<file path="src/rtl/dp_sched_ctrl.sv">
// Schedule controller for the shared-unit datapath (one MUL/DIV unit, one
// AND/OR/XOR unit). A Moore FSM walks a fixed six-step schedule and decodes
// every operand select, op code, register enable, result_en and done_next
// purely from the registered state.
module dp_sched_ctrl #(
  parameter int SEL_W   = 4,
  parameter int STATE_W = 3
) (
  input  logic             clk,
  input  logic             rst,
  input  logic             start,
  output logic             busy,
  output logic [SEL_W-1:0] mul1_sel1,
  output logic [SEL_W-1:0] mul1_sel2,
  output logic             mul1_op,
  output logic [SEL_W-1:0] log1_sel1,
  output logic [SEL_W-1:0] log1_sel2,
  output logic [1:0]       log1_op,
  output logic             reg_mul2_en,
  output logic             reg_mul4_en,
  output logic             reg_mul6_en,
  output logic             reg_log9_en,
  output logic             reg_log10_en,
  output logic             reg_log13_en,
  output logic             reg_log14_en,
  output logic             result_en,
  output logic             done_next
);

  // Operand-select codes shared by both functional units.
  localparam logic [SEL_W-1:0] SEL_I1    = SEL_W'(0);
  localparam logic [SEL_W-1:0] SEL_I2    = SEL_W'(1);
  localparam logic [SEL_W-1:0] SEL_I3    = SEL_W'(2);
  localparam logic [SEL_W-1:0] SEL_I4    = SEL_W'(3);
  localparam logic [SEL_W-1:0] SEL_I5    = SEL_W'(4);
  localparam logic [SEL_W-1:0] SEL_I6    = SEL_W'(5);
  localparam logic [SEL_W-1:0] SEL_I7    = SEL_W'(6);
  localparam logic [SEL_W-1:0] SEL_I8    = SEL_W'(7);
  localparam logic [SEL_W-1:0] SEL_MUL2  = SEL_W'(8);
  localparam logic [SEL_W-1:0] SEL_MUL4  = SEL_W'(9);
  localparam logic [SEL_W-1:0] SEL_MUL6  = SEL_W'(10);
  localparam logic [SEL_W-1:0] SEL_LOG9  = SEL_W'(11);
  localparam logic [SEL_W-1:0] SEL_LOG10 = SEL_W'(12);
  localparam logic [SEL_W-1:0] SEL_LOG13 = SEL_W'(13);
  localparam logic [SEL_W-1:0] SEL_ZERO  = SEL_W'(15);

  localparam logic       MUL_OP_MULT = 1'b0;
  localparam logic       MUL_OP_DIV  = 1'b1;
  localparam logic [1:0] LOG_OP_AND  = 2'b00;
  localparam logic [1:0] LOG_OP_OR   = 2'b01;
  localparam logic [1:0] LOG_OP_XOR  = 2'b10;

  typedef enum logic [STATE_W-1:0] {
    IDLE = STATE_W'(0),
    S1   = STATE_W'(1),
    S2   = STATE_W'(2),
    S3   = STATE_W'(3),
    S4   = STATE_W'(4),
    S5   = STATE_W'(5),
    S6   = STATE_W'(6)
  } state_e;

  state_e state_q, state_d;

  // State register; reset drops straight back to IDLE, discarding any partial run.
  // NOTE: sequential state uses non-blocking (<=) so every flop samples pre-edge values.
  always_ff @(posedge clk or posedge rst) begin
    if (rst) state_q <= IDLE;
    else     state_q <= state_d;
  end

  // Next-state and Moore output decode from the registered state only.
  // NOTE: every output gets its idle value first, so no path through the case can infer a latch.
  always_comb begin
    state_d      = IDLE;
    busy         = 1'b0;
    mul1_sel1    = SEL_ZERO;
    mul1_sel2    = SEL_ZERO;
    mul1_op      = MUL_OP_MULT;
    log1_sel1    = SEL_ZERO;
    log1_sel2    = SEL_ZERO;
    log1_op      = LOG_OP_AND;
    reg_mul2_en  = 1'b0;
    reg_mul4_en  = 1'b0;
    reg_mul6_en  = 1'b0;
    reg_log9_en  = 1'b0;
    reg_log10_en = 1'b0;
    reg_log13_en = 1'b0;
    reg_log14_en = 1'b0;
    result_en    = 1'b0;
    done_next    = 1'b0;

    case (state_q)
      IDLE: begin
        state_d = start ? S1 : IDLE;
      end
      S1: begin
        state_d     = S2;
        busy        = 1'b1;
        mul1_sel1   = SEL_I1;
        mul1_sel2   = SEL_I2;
        mul1_op     = MUL_OP_MULT;
        reg_mul2_en = 1'b1;
      end
      S2: begin
        state_d     = S3;
        busy        = 1'b1;
        mul1_sel1   = SEL_I3;
        mul1_sel2   = SEL_I4;
        mul1_op     = MUL_OP_DIV;
        reg_mul4_en = 1'b1;
        log1_sel1   = SEL_I5;
        log1_sel2   = SEL_I6;
        log1_op     = LOG_OP_AND;
        reg_log9_en = 1'b1;
      end
      S3: begin
        state_d      = S4;
        busy         = 1'b1;
        mul1_sel1    = SEL_MUL2;
        mul1_sel2    = SEL_MUL4;
        mul1_op      = MUL_OP_MULT;
        reg_mul6_en  = 1'b1;
        log1_sel1    = SEL_I7;
        log1_sel2    = SEL_I8;
        log1_op      = LOG_OP_OR;
        reg_log10_en = 1'b1;
      end
      S4: begin
        state_d      = S5;
        busy         = 1'b1;
        log1_sel1    = SEL_LOG9;
        log1_sel2    = SEL_LOG10;
        log1_op      = LOG_OP_XOR;
        reg_log13_en = 1'b1;
      end
      S5: begin
        state_d      = S6;
        busy         = 1'b1;
        log1_sel1    = SEL_MUL6;
        log1_sel2    = SEL_LOG13;
        log1_op      = LOG_OP_AND;
        reg_log14_en = 1'b1;
      end
      S6: begin
        state_d   = IDLE;
        busy      = 1'b1;
        result_en = 1'b1;
        done_next = 1'b1;
      end
      // Unused codes keep idle outputs and fall back to IDLE.
      default: state_d = IDLE;
    endcase
  end

endmodule
</file>
<file path="config.mk">
export PLATFORM = sky130hd
export DESIGN_NAME = dp_sched_ctrl
export DESIGN_NICKNAME = d
export VERILOG_FILES = /design/src/rtl/dp_sched_ctrl.sv
export SDC_FILE = /design/constraint.sdc
export NUM_CORES = 1
export LEC_CHECK = 0
export ABC_CLOCK_PERIOD_IN_PS = 1370
export BUFFER_PORTS_ARGS = -buffer_cell sky130_fd_sc_hd__clkbuf_2
export CAP_MARGIN = 25
export CORE_AREA = 2 2 39 41
export DETAILED_ROUTE_END_ITERATION = 7
export DIE_AREA = 0 0 41 43
export GPL_ROUTABILITY_DRIVEN = 1
export PLACE_DENSITY = 0.75
export SLEW_MARGIN = 0
export SYNTH_ARGS = -nofsm -noshare
export SYNTH_HDL_FRONTEND = slang
export SYNTH_SLANG_ARGS = --single-unit
</file>
<file path="constraint.sdc">
create_clock -name clk -period 1.37 [get_ports clk]
set_input_delay 0.0685 -clock clk [delete_from_list [all_inputs] [get_ports clk]]
set_output_delay 0.0685 -clock clk [all_outputs]
set_load 0.1 [all_outputs]
</file>
==> results of run 1 <==
## stage by stage
stage	setup TNS (ps)	setup slack (ps)	utilization [%]	instances
2_1_floorplan	-10100	-937.2	-	55
3_3_place_gp	-428.2	-85.58	81.83	102
3_5_place_dp	-1193	-142.0	81.83	102
4_1_cts	-6336	-346.4	91.95	113
## synthesized netlist by cell type, drive strengths merged
cell / number / area (um2)
dfrtp: 3 / 75.07
a2111oi: 1 / 15.01
or3b: 1 / 8.760
conb: 1 / 3.750
or3: 2 / 12.51
a21oi: 2 / 10.01
ha: 4 / 50.05
nor3: 3 / 20.02
and3b: 3 / 26.28
inv: 6 / 22.52
or2: 2 / 12.51
a22oi: 1 / 7.510
buf: 15 / 113.9
and3: 1 / 6.260
o21ba: 1 / 10.01
nor2: 2 / 7.510
nand2b: 3 / 18.77
o21bai: 1 / 7.510
nor3b: 2 / 20.02
## what timing repair did
item                       in CTS
hold endpoints to repair        3
hold buffers                    1
setup endpoints to repair      26
setup buffers                   6
resized for setup              14
pin swaps                       8
## logic make-up after synthesis
| group | count (synthesis) |
|---|---|
| other | 1 |
| DFF | 3 |
| adders and majority gates | 4 |
| AOI/OAI and AO/OA | 6 |
| and+or+nand+nor | 19 |
| buffers and inverters | 21 |
==> results by group, run 1 <==
Logic synthesis
  • Post-synthesis cell type count: 23
  • Synth Area in XOR/XNOR: 0%
  • Compound-gate portion of the synthesized area: 11.17%
  • Synth Area in Simple Gates: 29.61%
  • Main combinational cell family by area after synthesis: buffers and inverters
  • Adder-cell share of the synthesized area: 11.17%
  • Mapped cell area: 447.9 um2
  • Post-Syn Instances: 54
  • Syn avg cell area: 8.295 um2
  • Flop and latch count out of synthesis: 3
  • Sequential fraction of the synthesis area: 16.76%
  • Yosys warns: 0
  • Mux share of post-synthesis cell area: 0%

Die
  • Starting density of the core: 32.37%
  • I/O Pins: 32
  • Num rows: 14
  • Die span in y: 43 um
  • Die X: 41 um

Clocking
  • CTS Buf Count: 3
  • Clk sinks: 3
  • Htree depth: 1
  • CTS max path bufs: 2
  • CTS root buffer: clkbuf_4

Outcome
  • Status: did not finish
  • Error msg: [ERROR DPL-0033] detailed placement checks failed during check placement.
  • Last stage reached: global routing (5_1_grt)

Global route
  • Initial antenna violation count: 0
  • Largest net degree at the start of global routing: 8

Place
  • Gp weighted congestion: 0.7173
  • DPL Wire Length: 1304 um
  • Port buffer count: 29
  • Placed standard-cell area: 1132 um2

Timing
  • Last worst endpoint in the global-route repair_timing: mul1_sel2[1]
  • Worst-path end type: primary output
==> run 2: changes to the inputs <==
Settings changed: ABC_CLOCK_PERIOD_IN_PS 1370 to 1780, CORE_AREA 2 2 39 41 to 2 2 63 65, DIE_AREA 0 0 41 43 to 0 0 65 67, PLACE_DENSITY 0.75 to default, PLACE_DENSITY_LB_ADDON from default to 0.15.
Clock period 1.37 ns to 1.78 ns, I/O delays scaled along.
==> run 2 against run 1 <==
Against the previous run: the run now ends clean; synthesized cell count unchanged; area after synthesis unchanged.
==> results by group, run 2 <==
Logic synthesis
  • Post-synthesis cell type count: 23 (unchanged)
  • Asr flop ratio synth: 100.0% (unchanged)
  • Main combinational cell family by area after synthesis: buffers and inverters
  • Yosys top cell by area: buf_4
  • Mapped cell area: 447.9 um2 (unchanged)
  • Compound-gate portion of the synthesized area: 11.17% (unchanged)
  • Post-synth EDFFs: 0 (unchanged)
  • Count leader, synth: buf_4
  • Adder-cell share of the synthesized area: 11.17% (unchanged)
  • Largest cells by area after synthesis: buf_4 22%, dfrtp_1 17%, ha_1 11%
  • Top cell type's share of synthesized area: 21.79% (unchanged)
  • Synth Area in Simple Gates: 29.61% (unchanged)
  • Synth Area in XOR/XNOR: 0% (unchanged)
  • Flop and latch count out of synthesis: 3 (unchanged)
  • Yosys warns: 0 (unchanged)
  • Post-Syn Instances: 54 (unchanged)
  • Post-synth top flop: dfrtp_1
  • Commonest cells post-synth: 13 x buf_4, 6 x inv_1, 4 x ha_1
  • Syn avg cell area: 8.295 um2 (unchanged)
  • Mux share of post-synthesis cell area: 0% (unchanged)
  • Sequential fraction of the synthesis area: 16.76% (unchanged)

Outcome
  • Status: finished, final reports clean

Clocking
  • CTS max path bufs: 2 (unchanged)
  • CTS tree: built
  • Clk pin slew, worst setup/hold paths: 30 ps
  • CTS Buf Count: 3 (unchanged)
  • Clk sinks: 3 (unchanged)
  • CTS root buffer: clkbuf_8
  • Worst-Skew Late Latency: 210 ps
  • Htree depth: 1 (unchanged)

Timing
  • Final min period: 1707 ps
  • Final Max Tran Viols: 0
  • RSZ-0062 raised after global routing: false
  • Clock skew: 0.3263 ps
  • Max Freq: 585.8 MHz
  • Setup TNS: 0 ps
  • Final worst slack: 72.96 ps
  • Final period util: 95.90%
  • Final setup viols: 0
  • Number of hold violations in the final report: 0

Place
  • Gp weighted congestion: 0.6642 (-7.4%)
  • DPL Wire Length: 992.5 um (-24%)
  • Placed standard-cell area: 1062 um2 (-6.2%)
  • Dpl ws: 191.0 ps (+333.0 ps)
  • Port buffer count: 29 (unchanged)

Routing
  • Drt first pass iters: 4
  • First-iteration detailed-routing DRC count: 4
  • Antenna viol nets, final: 0
  • DRC viols: 0
  • Routed wire length: 1199 um
  • WL/cell: 9.223 um
  • Vias/cell: 3.431
  • DR vias: 446

Global route
  • Met1 usage: 6.559%
  • Number of global-route vias before repair: 457
  • Initial antenna violation count: 0
  • First-pass GRT wire length: 2097 um
  • Met2 Use GR: 11.21%
  • GR peak layer: met2
  • Grt met3 use: 1.520%
  • Largest net degree at the start of global routing: 16
  • Gr usage total: 6.484%
  • Overflow after GRT: 0

Setup path
  • Largest stage delay, worst path: 420 ps
  • Setup crit end kind: primary output
  • Worst path cell trace: buf_6 -> and3b_2 -> or3_4 -> buf_12
  • Crit path max-delay family: simple AND/OR/NAND/NOR gates
  • CP Buf/Inv Count: 2
  • Startpoint Class: register
  • WP data required: 1690 ps
  • Slowest CP cell: dfrtp_2
  • Maximum fanout along the worst path: 13
  • Reg2Reg Setup Slack: 510 ps
  • Reg2Reg Launch Point: state_q[2]
  • RR Endpoint: state_q[1]
  • R2R cell count: 3
  • Worst Path Arrival: 1620 ps
  • WS Path Type: reg2out

Cells and area
  • Most frequent cells in the layout: 28 x buf_12, 6 x buf_4
  • Share of layout cells above drive strength 1: 75.61%
  • Fillers: 374
  • Antenna diodes: 0
  • Max FFs per register: 3
  • Most common cell after layout, fill and taps aside: buf_12
  • Nets: 90
  • Synth-to-Final Area Change: 160.9%
  • Reg with most FFs: state_q
  • Biggest regs: state_q x3
  • Final design utilization: 32.41%
  • Fin area: 1169 um2

Die
  • Num rows: 22 (+8)
  • Starting density of the core: 12.42% (-20 points)
  • I/O Pins: 32 (unchanged)
  • Die footprint: 4355 um2
  • Core area: 3606 um2
  • Die span in y: 67 um (+56%)
  • Die X: 65 um (+59%)

Hold path
  • Hold Path Sink: state_q[0]
  • Worst min-delay path class: in2reg
  • Worst Hold Depth: 3
  • Worst hold start: start

Flow run
  • Max-cap viol count: 0
-- run 2: cell counts after synthesis --
Identical to the previous run, type by type.
-- run 2: kinds of logic after synthesis --
group,count (synthesis)
adders and majority gates,4
and+or+nand+nor,19
AOI/OAI and AO/OA,6
other,1
DFF,3
buffers and inverters,21
-- run 2: metrics by stage --
step                      std cells  hold WS [ps]
final                           130         196.1
after global routing            130         217.9
after floorplan                  55        -157.4
after CTS                       127         201.2
after global placement          121        -59.15
after detailed placement        121        -56.85
-- run 2: how the worst max path moves through the flow --
stage	start	endpoint	slack (ps)	cells after the start
floorplan	state_q[2]	mul1_sel2[1]	-550	6
global placement	state_q[2]	log1_sel1[1]	190	4
detailed placement	state_q[2]	log1_sel1[1]	190	4
CTS	state_q[2]	log1_sel2[0]	20	3
global route	state_q[2]	log1_sel1[1]	6	4
finish	state_q[2]	log1_sel1[1]	70	4
-- run 2: layer usage --
layer	routed length, um	vias to the layer above
met5	0	-
met4	42	0
met3	91	4
met2	598	26
met1	467	199
li1	-	217
-- run 2: area by class of cell --
cell class / instances / area, um2 / share of cell area (%)
Inverter: 6 / 28.78 / 2.463
Sequential cell: 3 / 77.57 / 6.638
Tap cell: 48 / 60.06 / 5.139
Timing Repair Buffer: 38 / 636.9 / 54.50
Clock buffer: 4 / 45.04 / 3.854
Multi-Input combinational cell: 31 / 320.3 / 27.41
-- run 2: worst register-to-register path: stages (launching register included) --
cell and delay (ps):
dfrtp_2 440, buf_6 170, or3b_1 440, a21oi_1 150
-- run 2: timing repair --
item	4_1_cts	5_1_grt
gates resized for setup	4	3
pin swaps	1	1
hold endpoints to repair	3	0
gates cloned	0	0
setup buffers	1	3
hold buffers	1	0
endpoints found under the setup margin	5	3
Power of run 2 is not shown: default switching activity piles up to over one toggle a cycle in this logic, so the estimate is an artifact.
==> run 3: changes to the inputs <==
Settings changed: MAX_ROUTING_LAYER from default to met4.
==> run 3 against run 2 <==
Against the previous run: setup slack hardly changed; critical path depth is the same; register-to-register slack about the same; critical endpoint unchanged.
==> results by group, run 3 (same netlist as run 2, synthesis figures left out) <==
Routing
  • Drt first pass iters: 4 (unchanged)
  • Routed wire length: 1199 um (unchanged)
  • Antenna viol nets, final: 0 (unchanged)
  • DR vias: 447 (+0.22%)
  • First-iteration detailed-routing DRC count: 4 (unchanged)
  • Vias/cell: 3.438 (+0.22%)
  • WL/cell: 9.223 um (unchanged)
  • DRC viols: 0 (unchanged)

Cells and area
  • Share of layout cells above drive strength 1: 75.61% (unchanged)
  • Reg with most FFs: state_q
  • Combined area of the multi-input logic cells: 320.3 um2 (unchanged)
  • Synth-to-Final Area Change: 160.9% (unchanged)
  • Fillers: 374 (unchanged)
  • Nets: 90 (unchanged)
  • Most common cell after layout, fill and taps aside: buf_12
  • Fin area: 1169 um2 (unchanged)
  • Biggest regs: state_q x3
  • Most frequent cells in the layout: 28 x buf_12, 6 x buf_4
  • FF+latch area: 77.57 um2 (unchanged)
  • Antenna diodes: 0 (unchanged)
  • Max FFs per register: 3 (unchanged)

Setup path
  • WP data required: 1690 ps (about the same)
  • CP Buf/Inv Count: 2 (unchanged)
  • Worst Path Arrival: 1620 ps (about the same)
  • Crit path max-delay family: simple AND/OR/NAND/NOR gates
  • WP depth: 4 (unchanged)
  • Worst path cell trace: buf_6 -> and3b_2 -> or3_4 -> buf_12
  • Critical Path Source: state_q[2]
  • Maximum fanout along the worst path: 13 (unchanged)
  • CP Capture Point: log1_sel1[1]
  • Largest stage delay, worst path: 420 ps (about the same)
  • Slowest CP cell: dfrtp_2
  • Startpoint Class: register
  • WS Path Type: reg2out
  • R2R cell count: 3 (unchanged)
  • Reg2Reg Setup Slack: 510 ps (about the same)
  • RR Endpoint: state_q[1]
  • Setup crit end kind: primary output
  • Reg2Reg Launch Point: state_q[2]

Place
  • Port buffer count: 29 (unchanged)
  • Gp weighted congestion: 0.6706 (+0.96%)
  • DPL Wire Length: 992.5 um (unchanged)
  • Placed standard-cell area: 1062 um2 (unchanged)

Timing
  • Clock skew: 0.3263 ps (unchanged)
  • Final setup viols: 0 (unchanged)
  • Number of hold violations in the final report: 0 (unchanged)
  • Final Max Tran Viols: 0 (unchanged)
  • RSZ-0062 raised after global routing: false
  • Final period util: 95.91% (about the same)
  • Final min period: 1707 ps (+0.1481 ps)
  • Max Freq: 585.8 MHz (about the same)

Clocking
  • CTS Buf Count: 3 (unchanged)
  • Clk pin slew, worst setup/hold paths: 30 ps (about the same)
  • CTS root buffer: clkbuf_8
  • Htree depth: 1 (unchanged)
  • Worst-Skew Late Latency: 210 ps (about the same)
  • CTS max path bufs: 2 (unchanged)
  • CTS tree: built
  • Clk sinks: 3 (unchanged)

Global route
  • Number of global-route vias before repair: 458 (+0.22%)
  • Largest net degree at the start of global routing: 16 (unchanged)
  • Initial antenna violation count: 0 (unchanged)
  • Overflow after GRT: 0 (unchanged)
  • First-pass GRT wire length: 2097 um (unchanged)
  • Gr usage total: 6.691% (+0.21 points)

Hold path
  • Worst min-delay path class: in2reg

Flow run
  • Max-cap viol count: 0 (unchanged)

Die
  • Die X: 65 um (unchanged)
  • Core area: 3606 um2 (unchanged)
  • I/O Pins: 32 (unchanged)
  • Die footprint: 4355 um2 (unchanged)
  • Num rows: 22 (unchanged)
  • Die span in y: 67 um (unchanged)
  • Starting density of the core: 12.42% (unchanged)

Outcome
  • Status: finished, final reports clean
==> run 3: worst reg2reg max path: stages, from the launching register on <==
cell	delay [ps]
dfrtp_2	440
buf_6	170
or3b_1	440
a21oi_1	150
==> run 3: stage by stage <==
stage	std cells	util, %	hold WS [ps]	setup WS [ps]	TNS, ps
after floorplan	55	-	-157.4	-548.0	-3729
after global placement	121	29.46	-59.15	194.8	0
after detailed placement	121	29.46	-56.85	191.0	0
after CTS	127	31.44	201.2	15.81	0
after global routing	130	32.41	217.9	5.857	0
final	130	32.41	196.1	72.81	0
==> run 3: final cells by class <==
cell class	count	share of cell area [%]
multi-input cells	31	27.41
repair buffers	38	54.50
clock buffers	4	3.854
flip-flops and latches	3	6.638
well taps	48	5.139
inverters	6	2.463
==> run 3: worst min-delay path by stage <==
stage | start | endpoint | cells past startpoint
after floorplan | rst | state_q[0] | 1
after global placement | rst | state_q[2] | 2
after detailed placement | rst | state_q[2] | 2
after CTS | start | state_q[0] | 3
after global routing | start | state_q[0] | 3
final | start | state_q[0] | 3
==> run 3: per-layer routing <==
| layer | GRT usage (%) | wire, um | part of all wire [%] |
|---|---|---|---|
| met3 | 1.351 | 84 | 7.0 |
| met1 | 6.862 | 476 | 40 |
| met2 | 11.08 | 596 | 50 |
| met5 | - | 0 | 0 |
| met4 | 5.585 | 42 | 3.5 |
==> run 3: repair_timing <==
item	4_1_cts	5_1_grt
endpoints found under the hold margin	3	0
hold buffers	1	0
pin swaps	1	1
resized for setup	4	3
endpoints found under the setup margin	5	3
buffers inserted	1	3
Power of run 3 is left out for the same reason.
